## config.mk

```make
export PLATFORM = sky130hd
export DESIGN_NAME = ocd_frame_loader
export DESIGN_NICKNAME = d
export VERILOG_FILES = /design/src/rtl/ocd_frame_loader.sv
export SDC_FILE = /design/constraint.sdc
export NUM_CORES = 1
export LEC_CHECK = 0
export ABC_AREA = 1
export CORE_MARGIN = 2
export CORE_UTILIZATION = 67
export DETAILED_ROUTE_END_ITERATION = 8
export PLACE_DENSITY = 0.86
export SETUP_SLACK_MARGIN = 0.5
export SLEW_MARGIN = 20
export SYNTH_ARGS = -nofsm -noshare
export SYNTH_HDL_FRONTEND = slang
export SYNTH_SLANG_ARGS = --single-unit
```

## constraint.sdc

```tcl
create_clock -name clk -period 4.6 [get_ports clk]
set_input_delay 0.92 -clock clk [delete_from_list [all_inputs] [get_ports clk]]
set_output_delay 0.92 -clock clk [all_outputs]
set_load 0.005 [all_outputs]
```

## src/rtl/ocd_frame_loader.sv

```systemverilog
// On-chip-debug frame engine: parses sync'd, CRC-16 protected frames from a
// byte UART, buffers burst writes until the CRC checks, drains them to program
// RAM, drives CPU reset/start, and returns a one-byte status reply.
//
// state   | meaning
// --------+-------------------------------------------------------------
// IDLE    | waiting for first sync byte 0x5A
// SYNC1   | got 0x5A, waiting for 0xA5
// CMD     | waiting for command byte (CRC restarted)
// ADDR    | shifting in AB address bytes, MSB first
// LEN     | length byte; command and length validated here
// DATA    | LEN*WB payload bytes assembled into the burst buffer
// CRC     | two received CRC bytes, MSB first
// CHECK   | one cycle: compare CRC, act on START/RESET
// DRAIN   | one buffered word written to RAM per cycle
// REPLY   | status byte offered on tx until accepted
module ocd_frame_loader #(
  parameter int WORD_WIDTH     = 32,
  parameter int ADDR_WIDTH     = 16,
  parameter int MAX_WORDS      = 16,
  parameter int TIMEOUT_CYCLES = 100000
) (
  input  logic                  clk,
  input  logic                  reset_n,
  input  logic                  rx_valid,
  input  logic [7:0]            rx_data,
  output logic                  tx_valid,
  output logic [7:0]            tx_data,
  input  logic                  tx_ready,
  output logic                  mem_wr_en,
  output logic [ADDR_WIDTH-1:0] mem_wr_addr,
  output logic [WORD_WIDTH-1:0] mem_wr_data,
  output logic                  cpu_reset,
  output logic                  cpu_start,
  output logic [ADDR_WIDTH-1:0] cpu_start_addr,
  output logic                  busy,
  output logic                  uart_tx_sel_ocd1_cpu0
);

  localparam int WB    = WORD_WIDTH / 8;
  localparam int AB    = (ADDR_WIDTH + 7) / 8;
  localparam int IDX_W = (MAX_WORDS > 1) ? $clog2(MAX_WORDS) : 1;
  localparam int TMR_W = $clog2(TIMEOUT_CYCLES + 1);

  localparam logic [7:0] CMD_WRITE = 8'h01;
  localparam logic [7:0] CMD_START = 8'h03;
  localparam logic [7:0] CMD_RESET = 8'h04;

  localparam logic [3:0] ST_OK      = 4'h0;
  localparam logic [3:0] ST_CRC     = 4'h1;
  localparam logic [3:0] ST_BADCMD  = 4'h2;
  localparam logic [3:0] ST_BADLEN  = 4'h3;
  localparam logic [3:0] ST_TIMEOUT = 4'h4;

  typedef enum logic [3:0] {
    S_IDLE, S_SYNC1, S_CMD, S_ADDR, S_LEN, S_DATA, S_CRC, S_CHECK, S_DRAIN, S_REPLY
  } state_t;

  state_t                state_q, state_d;
  logic [7:0]            cmd_q, cmd_d;
  logic [ADDR_WIDTH-1:0] addr_q, addr_d;
  logic [7:0]            len_q, len_d;
  logic [15:0]           crc_q, crc_d;
  logic [15:0]           rxcrc_q, rxcrc_d;
  logic [7:0]            cnt_q, cnt_d;
  logic [7:0]            wb_cnt_q, wb_cnt_d;
  logic [7:0]            widx_q, widx_d;
  logic [WORD_WIDTH-1:0] word_q, word_d;
  logic [3:0]            status_q, status_d;
  logic [TMR_W-1:0]      tmr_q, tmr_d;
  logic                  cpu_reset_q, cpu_reset_d;
  logic                  cpu_start_q, cpu_start_d;
  logic [ADDR_WIDTH-1:0] start_addr_q, start_addr_d;
  logic                  sel_q, sel_d;

  logic [WORD_WIDTH-1:0] buf_q [MAX_WORDS];
  logic                  buf_we;
  logic                  in_frame;
  logic                  timeout;
  logic                  cmd_known;
  logic [15:0]           crc_next;

  // MSB-first CRC-16/CCITT update for one byte
  function automatic logic [15:0] crc16_byte(input logic [15:0] c, input logic [7:0] b);
    logic [15:0] r;
    r = c;
    for (int i = 7; i >= 0; i--) begin
      if (r[15] ^ b[i]) r = {r[14:0], 1'b0} ^ 16'h1021;
      else              r = {r[14:0], 1'b0};
    end
    return r;
  endfunction

  assign crc_next  = crc16_byte(crc_q, rx_data);
  assign in_frame  = (state_q == S_SYNC1) || (state_q == S_CMD) || (state_q == S_ADDR) ||
                     (state_q == S_LEN)   || (state_q == S_DATA) || (state_q == S_CRC);
  // Timer is reloaded by each byte, so it only expires across a silent gap.
  assign timeout   = in_frame && !rx_valid && (tmr_q == '0);
  assign cmd_known = (cmd_q == CMD_WRITE) || (cmd_q == CMD_START) || (cmd_q == CMD_RESET);

  // State and datapath registers
  always_ff @(posedge clk or negedge reset_n) begin
    if (!reset_n) begin
      state_q      <= S_IDLE;
      cmd_q        <= '0;
      addr_q       <= '0;
      len_q        <= '0;
      crc_q        <= 16'hFFFF;
      rxcrc_q      <= '0;
      cnt_q        <= '0;
      wb_cnt_q     <= '0;
      widx_q       <= '0;
      word_q       <= '0;
      status_q     <= '0;
      tmr_q        <= '0;
      cpu_reset_q  <= 1'b0;
      cpu_start_q  <= 1'b0;
      start_addr_q <= '0;
      sel_q        <= 1'b1;
    end else begin
      state_q      <= state_d;
      cmd_q        <= cmd_d;
      addr_q       <= addr_d;
      len_q        <= len_d;
      crc_q        <= crc_d;
      rxcrc_q      <= rxcrc_d;
      cnt_q        <= cnt_d;
      wb_cnt_q     <= wb_cnt_d;
      widx_q       <= widx_d;
      word_q       <= word_d;
      status_q     <= status_d;
      tmr_q        <= tmr_d;
      cpu_reset_q  <= cpu_reset_d;
      cpu_start_q  <= cpu_start_d;
      start_addr_q <= start_addr_d;
      sel_q        <= sel_d;
    end
  end

  // Burst buffer; a word is stored as its last byte arrives
  always_ff @(posedge clk or negedge reset_n) begin
    if (!reset_n) begin
      for (int i = 0; i < MAX_WORDS; i++) buf_q[i] <= '0;
    end else if (buf_we) begin
      buf_q[widx_q[IDX_W-1:0]] <= word_d;
    end
  end

  // Next-state, frame parsing and control actions
  always_comb begin
    state_d      = state_q;
    cmd_d        = cmd_q;
    addr_d       = addr_q;
    len_d        = len_q;
    crc_d        = crc_q;
    rxcrc_d      = rxcrc_q;
    cnt_d        = cnt_q;
    wb_cnt_d     = wb_cnt_q;
    widx_d       = widx_q;
    word_d       = word_q;
    status_d     = status_q;
    cpu_reset_d  = cpu_reset_q;
    cpu_start_d  = 1'b0;
    start_addr_d = start_addr_q;
    sel_d        = sel_q;
    buf_we       = 1'b0;

    tmr_d = tmr_q;
    if (rx_valid && (state_q == S_IDLE || in_frame)) tmr_d = TMR_W'(TIMEOUT_CYCLES - 1);
    else if (in_frame && tmr_q != '0)                tmr_d = tmr_q - 1'b1;

    if (timeout) begin
      status_d = ST_TIMEOUT;
      state_d  = S_REPLY;
    end else begin
      case (state_q)
        S_IDLE: begin
          if (rx_valid && rx_data == 8'h5A) begin
            cmd_d   = '0;
            state_d = S_SYNC1;
          end
        end
        S_SYNC1: begin
          if (rx_valid) begin
            if (rx_data == 8'hA5) begin
              crc_d   = 16'hFFFF;
              state_d = S_CMD;
            end else if (rx_data != 8'h5A) begin
              state_d = S_IDLE;
            end
          end
        end
        S_CMD: begin
          if (rx_valid) begin
            cmd_d   = rx_data;
            crc_d   = crc_next;
            addr_d  = '0;
            cnt_d   = '0;
            state_d = S_ADDR;
          end
        end
        S_ADDR: begin
          if (rx_valid) begin
            addr_d = (addr_q << 8) | ADDR_WIDTH'(rx_data);
            crc_d  = crc_next;
            if (cnt_q == 8'(AB - 1)) state_d = S_LEN;
            else                     cnt_d   = cnt_q + 8'd1;
          end
        end
        S_LEN: begin
          if (rx_valid) begin
            len_d    = rx_data;
            crc_d    = crc_next;
            cnt_d    = '0;
            wb_cnt_d = '0;
            widx_d   = '0;
            if (!cmd_known) begin
              status_d = ST_BADCMD;
              state_d  = S_REPLY;
            end else if (cmd_q == CMD_WRITE) begin
              if (rx_data == 8'd0 || rx_data > 8'(MAX_WORDS)) begin
                status_d = ST_BADLEN;
                state_d  = S_REPLY;
              end else begin
                state_d = S_DATA;
              end
            end else if (rx_data != 8'd0) begin
              status_d = ST_BADLEN;
              state_d  = S_REPLY;
            end else begin
              state_d = S_CRC;
            end
          end
        end
        S_DATA: begin
          if (rx_valid) begin
            crc_d  = crc_next;
            word_d = (word_q << 8) | WORD_WIDTH'(rx_data);
            if (wb_cnt_q == 8'(WB - 1)) begin
              buf_we   = 1'b1;
              wb_cnt_d = '0;
              if (widx_q == len_q - 8'd1) begin
                cnt_d   = '0;
                state_d = S_CRC;
              end else begin
                widx_d = widx_q + 8'd1;
              end
            end else begin
              wb_cnt_d = wb_cnt_q + 8'd1;
            end
          end
        end
        S_CRC: begin
          if (rx_valid) begin
            rxcrc_d = {rxcrc_q[7:0], rx_data};
            if (cnt_q == 8'd1) state_d = S_CHECK;
            else               cnt_d   = 8'd1;
          end
        end
        S_CHECK: begin
          cnt_d = '0;
          if (crc_q != rxcrc_q) begin
            status_d = ST_CRC;
            state_d  = S_REPLY;
          end else if (cmd_q == CMD_WRITE) begin
            state_d = S_DRAIN;
          end else begin
            status_d = ST_OK;
            state_d  = S_REPLY;
            if (cmd_q == CMD_START) begin
              cpu_reset_d  = 1'b0;
              cpu_start_d  = 1'b1;
              start_addr_d = addr_q;
            end else begin
              cpu_reset_d = 1'b1;
              sel_d       = 1'b1;
            end
          end
        end
        S_DRAIN: begin
          if (cnt_q == len_q - 8'd1) begin
            status_d = ST_OK;
            state_d  = S_REPLY;
          end else begin
            cnt_d = cnt_q + 8'd1;
          end
        end
        S_REPLY: begin
          if (tx_ready) begin
            // A successful START hands the UART to the CPU once its reply is gone.
            if (cmd_q == CMD_START && status_q == ST_OK) sel_d = 1'b0;
            state_d = S_IDLE;
          end
        end
        default: state_d = S_IDLE;
      endcase
    end
  end

  assign mem_wr_en             = (state_q == S_DRAIN);
  assign mem_wr_addr           = mem_wr_en ? addr_q + ADDR_WIDTH'(cnt_q) : '0;
  assign mem_wr_data           = mem_wr_en ? buf_q[cnt_q[IDX_W-1:0]] : '0;
  assign tx_valid              = (state_q == S_REPLY);
  assign tx_data               = {cmd_q[3:0], status_q};
  assign cpu_reset             = cpu_reset_q;
  assign cpu_start             = cpu_start_q;
  assign cpu_start_addr        = start_addr_q;
  assign busy                  = (state_q != S_IDLE);
  assign uart_tx_sel_ocd1_cpu0 = sel_q;

endmodule

```

==> results.yml, run 1 <==
clock_tree:
  clockBufferDepth: 3
  cts_hold_buf: 0
  clock_sinks: 675
  clk_latency_ns: 0.62
  cts.clk_slew.worst_paths_ns: 0.06
  numCtsBuffers: 69
  cts_htree_levels: 3
  cts_tree: "yes"
  cts_root_buffer: "clkbuf_16"
synth:
  async_flop_share_pct: 100
  yosysSeqAreaShare_pct: 53.8
  syn_inst: 3791
  synth_edf_count: 0
  yosys.area.top_type: "dfrtp_1"
  ys.flop_type: "dfrtp_1"
  synth_warnings: 0
  syn_nets: 3822
  synth.area.top_cells: "dfrtp_1 (52%), nand2_1 (11%), o21ai_1 (8.4%), o21ai_0 (6.1%), nor2_1 (4.2%)"
  synth_area_mm2: 0.0314
  synth_top_area_share_pct: 52.4
  synth.avg_cell_area_um2: 8.29
  synth.distinct_cells: 45
  ys_ff_latch: 675
finish:
  area_growth_pct: 11.6
  fin_nets: 3773
  drive_gt1_share_pct: 6.61
  register_area_mm2: 0.0169
  insertedDiodeCount: 0
  fill_cells: 3177
  final_util_pct: 75.5
  multi_input_area_mm2: 0.0126
sta:
  fmax_mhz: 246
  period_share_pct: 88.4
  tns_ns: 0
  setup_viol: 0
  skew_ns: 0.0347
  hold_viol: 0
  tightest_slew_ns: 1.00
  grt_setup_unrepaired: "no"
  finalCriticalPeriod_ns: 4.07
  maxSlewViolCount: 0
  max-slew-margin-rel_pct: 33.1
  holdWs_ns: 0.410
setup_path:
  r2r_slack_ns: 1.58
  end_kind: "output pin"
  slowest_stage: "clkdlybuf4s50_1"
  worst_r2r_endpoint: "buf_q[483]"
  cpPeakStageDelay_ns: 0.59
  worstPathCellList: "buf_4 > buf_16 > o21ai_0 > o22ai_1 > nand2_1 > a41oi_1 > clkdlybuf4s50_1"
  cp_max_fo: 71
  crit_type: "reg2out"
  startpoint_type: "register"
  crit_required_ns: 3.68
  cpLargestDelayFamily: "buffers and inverters"
  cp.arrival_ns: 3.15
  rr_startpoint: "state_q[3]"
  path_buf_inv: 3
  r2r_cells: 10
floorplan:
  die_h_um: 221
  die_x_um: 221
  initial_utilization_pct: 67.6
  rows: 79
  pin_count: 90
  dieArea_mm2: 0.0487
  core_mm2: 0.0465
power:
  seqPwrFrac_pct: 49.4
  ir_drop_mv: 0.334
  p_sw_share_pct: 22.3
  internal-power_mw: 9.45
  clkPwrFrac_pct: 47.4
  p_total_mw: 12.2
  combPwrFrac_pct: 3.2
  powerDensity_mw_per_mm2: 347
  p_switching_mw: 2.71
  p_leak_nw: 15.8
global_route:
  grt_pass1_vias: 26500
  track_usage_pct: 36.7
  gr-total-overflow: 0
  grt_max_degree: 121
  antenna_found_initial: 0
  grt_pass1_wl_um: 140000
drt:
  postRouteAntennaNets: 0
  drcViolationCount: 0
  firstDrtPassIters: 6
  drt_iter0_markers: 3611
  wl_per_cell_um: 20.0
  drt-vias-per-instance: 6.31
  wl_um: 88000
  vias: 27800
flow_run:
  drv_cap: 0
outcome:
  status: "complete, no violations"
placed_design:
  portBuffers: 88
  routabilityCongestion: 0.909
  hpwl_um: 48100
hold_path:
  hold_class: "in2async"
==> power by group through the flow <==
stage               registers [mW]  logic, mW  clock network (mW)
finish                        6.00      0.395                5.76
global route                  6.00      0.440                6.00
CTS                           6.00      0.395                5.76
detailed placement            6.11      0.392                   0
global placement              6.11      0.387                   0
floorplan                     6.10      0.173                   0
==> flip-flops by register name, summed over array words and instances, names as in the netlist, 3 cells and up <==
register	count
cmd_q	8
len_q	8
state_q	4
rxcrc_q	16
widx_q	8
addr_q	16
wb_cnt_q	8
cnt_q	8
word_q	32
buf_q	512
tmr_q	17
crc_q	16
status_q	3
cpu_start_addr	16
==> Yosys cell counts (5+ instances only) <==
master    count
a21oi_1      42
a41oi_1      32
buf_1        10
buf_2        98
buf_4         8
clkbuf_1    149
dfrtp_1     658
dfstp_2      17
ha_1         18
inv_1       214
mux2_2        7
nand2_1     889
nand2_2       6
nand2_4      13
nand3_1      85
nand3b_1      5
nand4_1      26
nor2_1      353
nor3_1       22
nor4_1        5
o21ai_0     385
o21ai_1     526
o22ai_1     137
or2_2         7
xnor2_1      30
xor2_1       16
==> worst max-delay path by stage <==
stage             start              end  slack (ns)  cells past startpoint
2_1_floorplan  cnt_q[0]  mem_wr_addr[14]        1.80                     13
3_3_place_gp   cnt_q[3]  mem_wr_data[28]        0.88                      6
3_5_place_dp   cnt_q[3]  mem_wr_data[23]        0.91                      6
4_1_cts        cnt_q[0]  mem_wr_addr[14]        0.42                     14
5_1_grt        cnt_q[0]   mem_wr_data[2]        0.44                      7
6_report       cnt_q[0]   mem_wr_data[0]        0.53                      7
==> placed cells by master (no fill, tap or decap), types with 5 or more instances in the layout <==
cell / n
nand3b_1: 5
dfrtp_1: 655
buf_4: 39
xor2_1: 16
nand2_4: 16
a21oi_1: 41
clkdlybuf4s50_1: 83
nand2_1: 888
clkbuf_8: 22
nor4_1: 5
o22ai_1: 137
xnor2_1: 30
dfstp_2: 17
a41oi_2: 6
clkinv_2: 9
o21ai_0: 383
ha_1: 17
or2_2: 7
mux2_2: 7
nand4_1: 26
a41oi_1: 26
nor3_1: 22
nand3_1: 84
clkbuf_16: 72
inv_6: 6
clkbuf_1: 15
buf_12: 12
o21ai_1: 528
nor2_1: 350
inv_1: 212
nor2_4: 5
==> through the flow <==
step           area (µm²)  setup WS, ns  std cells
2_1_floorplan       31400          1.80       3791
3_3_place_gp        32400         0.883       4262
3_5_place_dp        32400         0.913       4262
4_1_cts             34900         0.422       4398
5_1_grt             35100         0.435       4406
6_report            35100         0.534       4406
==> per-layer routing <==
layer	vias up	wire [µm]	GRT usage [%]
met4	0	4060	16.5
met3	347	8960	7.38
met5	-	0	0
met1	13300	34500	50.5
li1	12500	-	-
met2	1615	40400	57.2
==> cell families (layout without fill, tap and decap cells) <==
group	count (synthesis)	after routing	synth area share, %
mux	7	7	0.251
simple gates	1423	1423	18.5
xor+xnor	46	46	1.28
buf+inv	486	494	6.31
fa+ha+maj	19	19	0.780
compound gates	1134	1134	19.1
flops	675	675	53.8
other cells	1	1	0.0119
==> timing repair <==
item / in CTS / in global routing
setup buffers: 7 / 7
cloned: 1 / 1
resized for setup: 9 / 17
setup endpoints to repair: 34 / 26
pin swaps: 3 / 1
==> layout make-up <==
| cell class | instances | share of cell area, % |
|---|---|---|
| inverter | 220 | 2.41 |
| tap | 607 | 2.17 |
| sequential | 675 | 48.3 |
| clock buffer | 108 | 6.09 |
| timing repair buffer | 146 | 4.48 |
| multi-input combinational | 2630 | 36.0 |
| clock inverter | 20 | 0.574 |
No activity file was read; power rests on OpenSTA's default activity.
==> inputs of run 2 (changes only) <==
Settings changed: CORE_MARGIN 2 to 1.5.
==> run 2 against run 1 <==
  * Worst setup slack lost 0.029 ns
  * Sequential share of layout area down 0.25 points
  * Sequential power hardly changed
  * Non-clock buffer count up 6
  * Die area is 0.90% lower
  * Highest routed layer is now met5
  * Final area is 0.52% higher
  * Critical path depth down 1
==> results.yml, run 2 (synthesis results as in run 1) <==
outcome:
  status: "complete, no violations"
global_route:
  gr-total-overflow: 0
  track_usage_pct: 37.8
  grt_pass1_vias: 26700
  grt_pass1_wl_um: 142000
  antenna_found_initial: 1
  grt_max_degree: 118
clock_tree:
  numCtsBuffers: 69
  cts_tree: "yes"
  cts_root_buffer: "clkbuf_16"
  clock_sinks: 675
  clk_latency_ns: 0.62
  clockBufferDepth: 3
  cts.clk_slew.worst_paths_ns: 0.06
  cts_htree_levels: 3
setup_path:
  crit_required_ns: 3.68
  cp.arrival_ns: 3.17
  end_kind: "output pin"
  crit_type: "reg2out"
  r2r_slack_ns: 1.51
  rr_startpoint: "state_q[1]"
  worst_r2r_endpoint: "buf_q[222]"
  startpoint_type: "register"
  r2r_cells: 10
  cp_max_fo: 40
finish:
  fill_cells: 3165
  insertedDiodeCount: 0
  fin_nets: 3779
  drive_gt1_share_pct: 6.91
  regMostFlops: "buf_q"
  area_growth_pct: 12.2
  largest_reg_flops: 512
  final_cell_mix: "nand2_1 (889), dfrtp_1 (655), o21ai_1 (528), o21ai_0 (383), nor2_1 (349)"
  reg.largest.list: "buf_q x512, word_q x32, tmr_q x17"
  layoutNonFillerInstCount: 4412
  final_common_cell: "nand2_1"
drt:
  wl_per_cell_um: 20.4
  drt-vias-per-instance: 6.34
  drt_iter0_markers: 3572
  vias: 28000
  postRouteAntennaNets: 0
  wl_um: 90200
  drcViolationCount: 0
  firstDrtPassIters: 6
power:
  ir_drop_mv: 0.372
  combPwrFrac_pct: 3.3
  p_switching_mw: 2.74
  p_sw_share_pct: 22.1
  powerDensity_mw_per_mm2: 353
  seqPwrFrac_pct: 48.3
  internal-power_mw: 9.69
  p_leak_nw: 15.9
  clkPwrFrac_pct: 48.5
floorplan:
  die_x_um: 220
  die_h_um: 220
  core_mm2: 0.0465
  dieArea_mm2: 0.0482
  pin_count: 90
  rows: 79
  initial_utilization_pct: 67.6
sta:
  hold_viol: 0
  max-slew-margin-rel_pct: 29.3
  skew_ns: 0.0326
  grt_setup_unrepaired: "yes"
  finalCriticalPeriod_ns: 4.09
  setup_viol: 0
  tightest_slew_ns: 1.06
  tns_ns: 0
  fmax_mhz: 244
  period_share_pct: 89.0
  maxSlewViolCount: 0
hold_path:
  hold_class: "in2async"
placed_design:
  dp_cells: 4267
  portBuffers: 88
  hpwl_um: 48200
  routabilityCongestion: 0.913
flow_run:
  drv_cap: 0
==> run 2: cell count changes in the layout (fill, tap and decap cells not counted), moves of 3 or more <==
cell / previous run / this run
clkbuf_8: 22 / 14
bufinv_16: 3 / 9
clkbuf_1: 15 / 9
clkinv_2: 9 / 14
buf_4: 39 / 43
clkbuf_16: 72 / 75
==> run 2: power by group through the flow <==
stage               combinational [mW]  sequential, mW  clock, mW
floorplan                        0.173            6.10          0
global placement                 0.395            6.11          0
detailed placement               0.400            6.11          0
CTS                              0.404            6.00       6.04
global route                     0.450            6.00       6.29
finish                           0.404            6.00       6.03
==> run 2: what timing repair did <==
item                       in CTS  in global routing
resized for setup              12                 16
setup endpoints to repair      31                 34
buffers inserted                8                  5
pin swaps                       4                  2
cloned                          1                  3
hold buffers                    0                  0
==> run 2: cell type report <==
type	count	area [µm²]	area share [%]
tap	607	759	2.15
sequential	675	16900	48.0
inverter	220	851	2.41
multi-input combinational	2630	12600	35.8
clock buffer	95	2030	5.75
timing repair buffer	152	1640	4.65
clock inverter	33	430	1.22
==> run 2: worst max-delay path, cell delays in order (launching register included) <==
cell and delay (ns):
dfrtp_4 0.54, buf_4 0.48, o21ai_0 0.20, o22ai_1 0.19, nand2_1 0.07, a41oi_1 0.45
clkdlybuf4s50_1 0.63
==> run 2: metrics by stage <==
stage	instance area [µm²]	power (mW)	setup slack (ns)	hold slack [ns]	util [%]
finish	35300	12.4	0.505	0.415	75.9
global route	35300	12.7	0.421	0.486	75.9
CTS	35100	12.4	0.486	0.458	75.5
detailed placement	32500	6.51	0.931	0.473	69.9
global placement	32500	6.50	0.948	0.465	69.9
floorplan	31400	6.27	1.80	0.454	-
==> run 2: per-layer routing <==
layer / GRT usage (%) / vias to the layer above / wire (µm)
met5: 0 / - / 7
li1: - / 12600 / -
met3: 8.18 / 339 / 10200
met4: 15.6 / 2 / 3870
met2: 59.6 / 1704 / 41500
met1: 51.1 / 13400 / 34600
==> run 2: worst max-delay path by stage <==
stage                        start               to  slack, ns
final                     cnt_q[1]   mem_wr_data[5]       0.51
after floorplan           cnt_q[0]  mem_wr_addr[14]       1.80
after global placement    cnt_q[0]   mem_wr_data[5]       0.95
after CTS                 cnt_q[1]   mem_wr_data[5]       0.49
after global routing      cnt_q[1]   mem_wr_addr[9]       0.42
after detailed placement  cnt_q[0]   mem_wr_data[5]       0.93
